### config.mk
export PLATFORM = sky130hd
export DESIGN_NAME = wb_regfile
export DESIGN_NICKNAME = d
export VERILOG_FILES = /design/src/rtl/wb_regfile_pkg.sv /design/src/rtl/wb_mux.sv /design/src/rtl/wb_regfile.sv
export SDC_FILE = /design/constraint.sdc
export NUM_CORES = 2
export LEC_CHECK = 0
export ABC_AREA = 1
export BUFFER_PORTS_ARGS = -buffer_cell sky130_fd_sc_hd__buf_4
export CAP_MARGIN = 0
export CELL_PAD_IN_SITES_DETAIL_PLACEMENT = 0
export CELL_PAD_IN_SITES_GLOBAL_PLACEMENT = 1
export CORE_MARGIN = 2
export CORE_UTILIZATION = 50
export DETAILED_ROUTE_END_ITERATION = 10
export PLACE_DENSITY = 0.92
export SLEW_MARGIN = 10
export SYNTH_ARGS = -nofsm -noshare
export SYNTH_HDL_FRONTEND = slang
export SYNTH_HIERARCHICAL = 1
export SYNTH_SLANG_ARGS = --single-unit
### constraint.sdc
create_clock -name clk_i -period 4.9 [get_ports clk_i]
set_input_delay 0.735 -clock clk_i [delete_from_list [all_inputs] [get_ports clk_i]]
set_output_delay 0.735 -clock clk_i [all_outputs]
set_load 0.005 [all_outputs]
### src/rtl/wb_regfile_pkg.sv
// Pipeline writeback definitions shared by MEM/WB, control, forwarding and the register file.
package wb_regfile_pkg;

  localparam int unsigned ADDR_W      = 5;
  localparam int unsigned WB_W        = 3;
  localparam int unsigned WB_REGWRITE = 0;
  localparam int unsigned WB_SEL_LSB  = 1;
  localparam int unsigned WB_SEL_MSB  = 2;

  typedef enum logic [1:0] {
    SEL_ALU  = 2'b00,
    SEL_MEM  = 2'b01,
    SEL_LINK = 2'b10,
    SEL_RSVD = 2'b11
  } wb_sel_e;

  // Bit layout matches WB_i: [2:1] select, [0] RegWrite.
  typedef struct packed {
    wb_sel_e sel;
    logic    regwrite;
  } wb_ctrl_t;

endpackage

### src/rtl/wb_mux.sv
// Writeback data select: ALU result, memory word or link value.
module wb_mux
  import wb_regfile_pkg::*;
#(
  parameter int unsigned DATA_W = 32
) (
  input  wb_sel_e           sel,
  input  logic [DATA_W-1:0] alu,
  input  logic [DATA_W-1:0] mem,
  input  logic [DATA_W-1:0] link,
  output logic [DATA_W-1:0] data_c
);

  // Reserved code falls back to the ALU result.
  always_comb begin
    data_c = alu;
    case (sel)
      SEL_MEM:  data_c = mem;
      SEL_LINK: data_c = link;
      default:  data_c = alu;
    endcase
  end

endmodule

### src/rtl/wb_regfile.sv
// Architectural register file with writeback select, write-through read bypass and commit counter.
module wb_regfile
  import wb_regfile_pkg::*;
#(
  parameter int unsigned REG_NUM = 32,
  parameter int unsigned DATA_W  = 32
) (
  input  logic                  clk_i,
  input  logic                  rst_i,
  input  logic [WB_W-1:0]       WB_i,
  input  logic [DATA_W-1:0]     DM_i,
  input  logic [DATA_W-1:0]     alu_ans_i,
  input  logic [ADDR_W-1:0]     WBreg_i,
  input  logic [DATA_W-1:0]     pc_add4_i,
  input  logic [ADDR_W-1:0]     RSaddr_i,
  input  logic [ADDR_W-1:0]     RTaddr_i,
  output logic [DATA_W-1:0]     RSdata_o,
  output logic [DATA_W-1:0]     RTdata_o,
  output logic [DATA_W-1:0]     wb_data_o,
  output logic                  wb_en_o,
  output logic [31:0]           commit_cnt_o
);

  wb_ctrl_t          ctrl;
  logic [DATA_W-1:0] wb_data;
  logic              wb_en;
  logic [DATA_W-1:0] regs [REG_NUM];
  logic [31:0]       commit_cnt;

  assign ctrl = wb_ctrl_t'(WB_i);

  wb_mux #(.DATA_W(DATA_W)) u_wb_mux (
    .sel    (ctrl.sel),
    .alu    (alu_ans_i),
    .mem    (DM_i),
    .link   (pc_add4_i),
    .data_c (wb_data)
  );

  assign wb_en     = ctrl.regwrite && (WBreg_i != ADDR_W'(0));
  assign wb_data_o = wb_data;
  assign wb_en_o   = wb_en;

  // Register array; entry 0 is never written so it stays zero.
  always_ff @(posedge clk_i or negedge rst_i) begin
    if (!rst_i) begin
      for (int i = 0; i < int'(REG_NUM); i++) begin
        regs[i] <= '0;
      end
    end else if (wb_en) begin
      regs[WBreg_i] <= wb_data;
    end
  end

  // Effective-write counter, wraps silently.
  always_ff @(posedge clk_i or negedge rst_i) begin
    if (!rst_i) begin
      commit_cnt <= '0;
    end else if (wb_en) begin
      commit_cnt <= commit_cnt + 32'd1;
    end
  end

  assign commit_cnt_o = commit_cnt;

  // Read ports: $0 first, then same-cycle bypass, then the array.
  always_comb begin
    RSdata_o = regs[RSaddr_i];
    if (RSaddr_i == ADDR_W'(0)) begin
      RSdata_o = '0;
    end else if (wb_en && (WBreg_i == RSaddr_i)) begin
      RSdata_o = wb_data;
    end
  end

  always_comb begin
    RTdata_o = regs[RTaddr_i];
    if (RTaddr_i == ADDR_W'(0)) begin
      RTdata_o = '0;
    end else if (wb_en && (WBreg_i == RTaddr_i)) begin
      RTdata_o = wb_data;
    end
  end

endmodule

After elaboration in Yosys (flattened, before gate mapping)
Index checks and enable logic that the tools add are counted.
- add/sub/neg operators: 1
- order comparisons: 4
- equality and inequality tests: 4
- muxes and demuxes: 14
- bitwise operators: 3
- reductions and logical operators: 7
- operator list (kind ; count):
    1024-bit bitwise mux ; 1
    32-bit binary-select mux with 5-bit select ; 2
    32-bit 2-to-1 mux ; 9
    32-bit demux with 5-bit select ; 1
    32-bit one-hot mux with 2 select lines ; 1
    32-bit by 1-bit adder with 32-bit output (second input constant) ; 1
    6-bit greater-or-equal comparator (second input constant) ; 3
    5-bit inverter with 6-bit output ; 3
    5-bit == test ; 2
    5-bit logical NOT ; 2
    6-bit by 1-bit < comparator with 1-bit output (second input constant) ; 1
    5-bit nonzero test ; 1
    1-bit logical AND ; 4
    2-bit by 1-bit == test with 1-bit output (second input constant) ; 1
    2-bit == test (second input constant) ; 1
- bits in registers: 1056
- word-level logic and storage cells: 66

Logic depth before layout (Yosys ltp)
- word-level depth: 6
- mapped depth: 13
- mapped depth without buffers: 10

Cells and area by module
Netlist, hierarchy kept.
- by module, submodules not included (module ; instances ; cells an instance ; area an instance (µm²) ; seq. area each (µm²)):
    wb_regfile ; 1 ; 8063 ; 58621.2 ; 26425.3
    wb_mux ; 1 ; 210 ; 878.3 ; 0.0

Worst setup path before layout
Ideal clock, no wire load.
- path kind: input to output
- start point: in RTaddr_i[2]
- end point: out RTdata_o[28]
- arrival: 2.106 ns
- setup slack: 2.059 ns
- stages: 10
- path buffers: 2
- path through: buf_2 > nor2_4 > clkinv_1 > nor4_4 > inv_1 > clkbuf_1 > o21ai_0 > inv_1 > nand2_1 > inv_1
- longest elaborated chain between the ends: 6
- RTL lines (what ; line ; RTL):
    start, declared ; wb_regfile.sv:16 ; input logic [ADDR_W-1:0] RTaddr_i,
    5-bit inverter with 6-bit output (not written as such) ; wb_regfile.sv:77 ; RTdata_o = regs[RTaddr_i];
    32-bit binary-select mux with 5-bit select ; wb_regfile.sv:77 ;
    32-bit 2-to-1 mux (not written as such) (2 in a row) ; wb_regfile.sv:77 ;
    32-bit 2-to-1 mux ; wb_regfile.sv:80 ; end else if (wb_en && (WBreg_i == RTaddr_i)) begin
    32-bit 2-to-1 mux * ; wb_regfile.sv:78 ; if (RTaddr_i == ADDR_W'(0)) begin
    end, declared ; wb_regfile.sv:18 ; output logic [DATA_W-1:0] RTdata_o,
Every way passes the cells marked *; elsewhere a longest branch is shown, timed or not. The select of a mux whose other input is x is not followed.

Worst setup path after layout
- start point: in RTaddr_i[1]
- end point: out RTdata_o[31]
The elaborated chain is that of the path after synthesis.

==> results.sh <==
export IMPL_drc=0
export IMPL_cap_violations=0
export IMPL_drt_iter0_drc=9192
export IMPL_ys_seq_area_frac=0.444
export IMPL_max_clock_freq_mhz=235
export IMPL_worstSetupEndpointType="output pin"
export IMPL_clock_latency_ns=0.72
export IMPL_post_route_min_period_ns=4.26
export IMPL_multi_input_area_mm2=0.0277
export IMPL_viasPerCell=6.24
export IMPL_met2WireLength_mm=99.4
export IMPL_worstHoldPathType="reg2reg"
export IMPL_ys_flop_type="dfrtp_1"
export IMPL_grt_total_usage=0.384
export IMPL_worst_pin_slew_ns=1.27
export IMPL_cp_data_required_time_ns=4.16
export IMPL_wl_per_cell_um=24.5
export IMPL_r2r_start="commit_cnt_o[12]"
export IMPL_cts_tree="done"
export IMPL_period_share=0.870
export IMPL_grt_pass1_vias=55259
export IMPL_grt_ovfl_total=0
export IMPL_clock_power_share=0.364
export IMPL_cts_resized=0
export IMPL_fin_skew_ns=0.00413
export IMPL_drive_above_1_share=0.0850
export IMPL_num_vias=60307
export IMPL_cp_cell_sequence="buf_8, inv_6, buf_12, a21oi_1, o21ai_0, nand3_1, nand3_1, a21oi_1, nor2_1, nor2_1, buf_4"
export IMPL_sequentialPowerShare=0.428
export IMPL_slew_violations=0
export IMPL_p_switching_uw=8430
export IMPL_h_tree_depth=3
export IMPL_rows=126
export IMPL_power_internal_uw=17900
export IMPL_wl_mm=237
export IMPL_met3WireLength_mm=30.9
export IMPL_clock_path_buffers=3
export IMPL_hold_viol_final=0
export IMPL_cts_made_buffers=117
export IMPL_async_flop_share=1.00
export IMPL_gp_congestion=0.906
export IMPL_fin_nets=8145
export IMPL_grt_max_degree=185
export IMPL_core_area_mm2=0.118
export IMPL_wl_met1_mm=91.7
export IMPL_ys_ff_latch=1056
export IMPL_switching_share=0.320
export IMPL_cp_startpoint="RTaddr_i[1]"
export IMPL_cp_slowest_stage_delay_ns=0.71
export IMPL_antenna_found_initial=13
export IMPL_setup_viol_count_final=0
export IMPL_clk_pin_slew_worst_paths_ns=0.06
export IMPL_p_leak_uw=0.0307
export IMPL_dieArea_mm2=0.122
export IMPL_portBuffers=244
export IMPL_relSlewSlack=0.157
export IMPL_holdWs_ns=0.376
export IMPL_startpoint_type="primary input"
export IMPL_ant_nets=0
export IMPL_area_growth_synth_to_final_pct=11.3
export IMPL_path_max_fanout=71
export IMPL_worst_setup_path_type="in2out"
export IMPL_worst_endpoint_arrival_ns=3.53
export IMPL_die_w_um=349
export IMPL_cts_sinks=1056
export IMPL_power_density_mw_per_mm2=397
export IMPL_top_layer="met5"
export IMPL_power_frac_comb=0.207
export IMPL_avgSynthCellArea_um2=7.19
export IMPL_dr_pass1_iters=9
export IMPL_rsz0062_at_grt="no"
export IMPL_cts_root_buf="clkbuf_16"
export IMPL_ys_warn_count=6
export IMPL_postCtsSetupBuffers=0
export IMPL_power_uw=26300
export IMPL_status="finished, final reports clean"
export IMPL_ys_types=32
export IMPL_grt_pass1_wl_mm=354
export IMPL_io_pins=245
export IMPL_netlist_area_mm2=0.0595
export IMPL_hpwl_mm=133
export IMPL_die_y_um=349
export IMPL_slowest_stage="a21oi_1"
export IMPL_synth_edf_count=0
export IMPL_fill_cells=11152
export IMPL_peakVddDrop_v=0.000312
export IMPL_setup_tns_ns=0
export IMPL_syn_nets=8392
export IMPL_min_from="regs[1008]"
export IMPL_synth_cells=8273
export IMPL_seqCellArea_mm2=0.0264
export IMPL_initial_core_util=0.504
==> timing repair <==
action	CTS	global route
hold buffers	1	0
setup endpoints to repair	0	0
endpoints found under the hold margin	36	0
==> power by group through the flow <==
stage | Clock [uW] | Sequential, uW | Combinational, uW
after CTS | 9620 | 11200 | 5340
final | 9580 | 11300 | 5450
after detailed placement | 0 | 11300 | 5310
after global placement | 0 | 11300 | 5170
after floorplan | 0 | 11100 | 3550
after global routing | 9980 | 11400 | 6120
==> worst max-delay path, delay by kind of cell <==
| family | cells | cell delay (ns) |
|---|---|---|
| simple gates | 4 | 0.66 |
| buf+inv | 4 | 1.09 |
| compound gates | 3 | 0.96 |
==> through the flow <==
stage / setup WS, ns / utilization / area (um^2) / instances
final: 0.639 / 0.561 / 66200 / 9669
after global placement: 0.800 / 0.525 / 62000 / 9442
after detailed placement: 0.882 / 0.525 / 62000 / 9442
after CTS: 0.880 / 0.561 / 66200 / 9661
after floorplan: 2.06 / - / 59500 / 8273
after global routing: 0.681 / 0.561 / 66200 / 9662
==> Yosys cell counts (4+ instances only) <==
cell | instances | area, um^2
nand2_1 | 2116 | 7940
o21ai_0 | 1459 | 7300
dfrtp_1 | 1056 | 26400
nand3_1 | 837 | 4190
inv_1 | 676 | 2540
clkbuf_1 | 560 | 2100
a21oi_1 | 489 | 2450
o211ai_1 | 466 | 3500
nor2_1 | 241 | 905
buf_2 | 109 | 546
buf_1 | 71 | 267
or2_2 | 39 | 244
o21ai_1 | 26 | 130
nor3_1 | 23 | 115
xnor2_1 | 19 | 166
nand4_1 | 14 | 87.6
inv_2 | 13 | 48.8
xor2_1 | 13 | 114
buf_6 | 9 | 101
nor3_2 | 9 | 90.1
a211oi_1 | 8 | 60.1
nor2_2 | 4 | 25.0
==> final cells by class <==
class | count | area share
diodes | 8 | 0.000302
clock buffers | 172 | 0.0533
clock inverters | 46 | 0.00976
inverters | 691 | 0.0395
multi-input cells | 5774 | 0.418
flip-flops and latches | 1056 | 0.399
well taps | 1536 | 0.0290
repair buffers | 386 | 0.0516
==> metal layers <==
metal,global-route usage,vias to the layer above
li1,-,27046
met1,0.507,28440
met2,0.567,3941
met3,0.112,870
met4,0.208,10
met5,0,-
==> path summary, 6_finish.rpt <==
kind | endpoint | slack [ns] | cells after the start
worst max-delay path | RTdata_o[31] | 0.64 | 11
worst min-delay path | regs[1008] | 0.38 | 0
worst max register to register | commit_cnt_o[23] | 2.92 | 7
worst min register to register | regs[1008] | 0.38 | 0
max in group asynchronous | regs[352] | 2.96 | 3
min in group asynchronous | regs[13] | 0.53 | 2
==> state kept, by name (all words and copies together) (netlist names) <==
name / count
commit_cnt_o: 32
regs: 1024
==> cells in the final DEF, fill, tap and decap left out, types with 4 or more instances in the layout <==
master | netlist | layout
a211oi_1 | 8 | 8
a21oi_1 | 489 | 489
buf_12 | 0 | 38
buf_4 | 3 | 341
buf_8 | 0 | 5
bufinv_16 | 0 | 15
clkbuf_1 | 560 | 19
clkbuf_16 | 0 | 120
clkbuf_8 | 0 | 33
clkinv_2 | 0 | 20
clkinvlp_4 | 0 | 6
dfrtp_1 | 1056 | 1056
diode_2 | 0 | 8
inv_1 | 676 | 670
inv_2 | 13 | 14
inv_4 | 0 | 4
inv_6 | 0 | 5
nand2_1 | 2116 | 2089
nand2_4 | 0 | 26
nand3_1 | 837 | 837
nand4_1 | 14 | 14
nor2_1 | 241 | 238
nor2_4 | 1 | 5
nor3_1 | 23 | 23
nor3_2 | 9 | 9
o211ai_1 | 466 | 466
o21ai_0 | 1459 | 1459
o21ai_1 | 26 | 26
or2_2 | 39 | 39
xnor2_1 | 19 | 19
xor2_1 | 13 | 13
==> cell families after synthesis <==
group	synth area share
and+or+nand+nor	0.230
AOI/OAI and AO/OA	0.226
buffers and inverters	0.0947
DFF	0.444
xor gates and xnor gates	0.00471
adders and majority gates	0.000631
(Power assumes the default switching activity.)
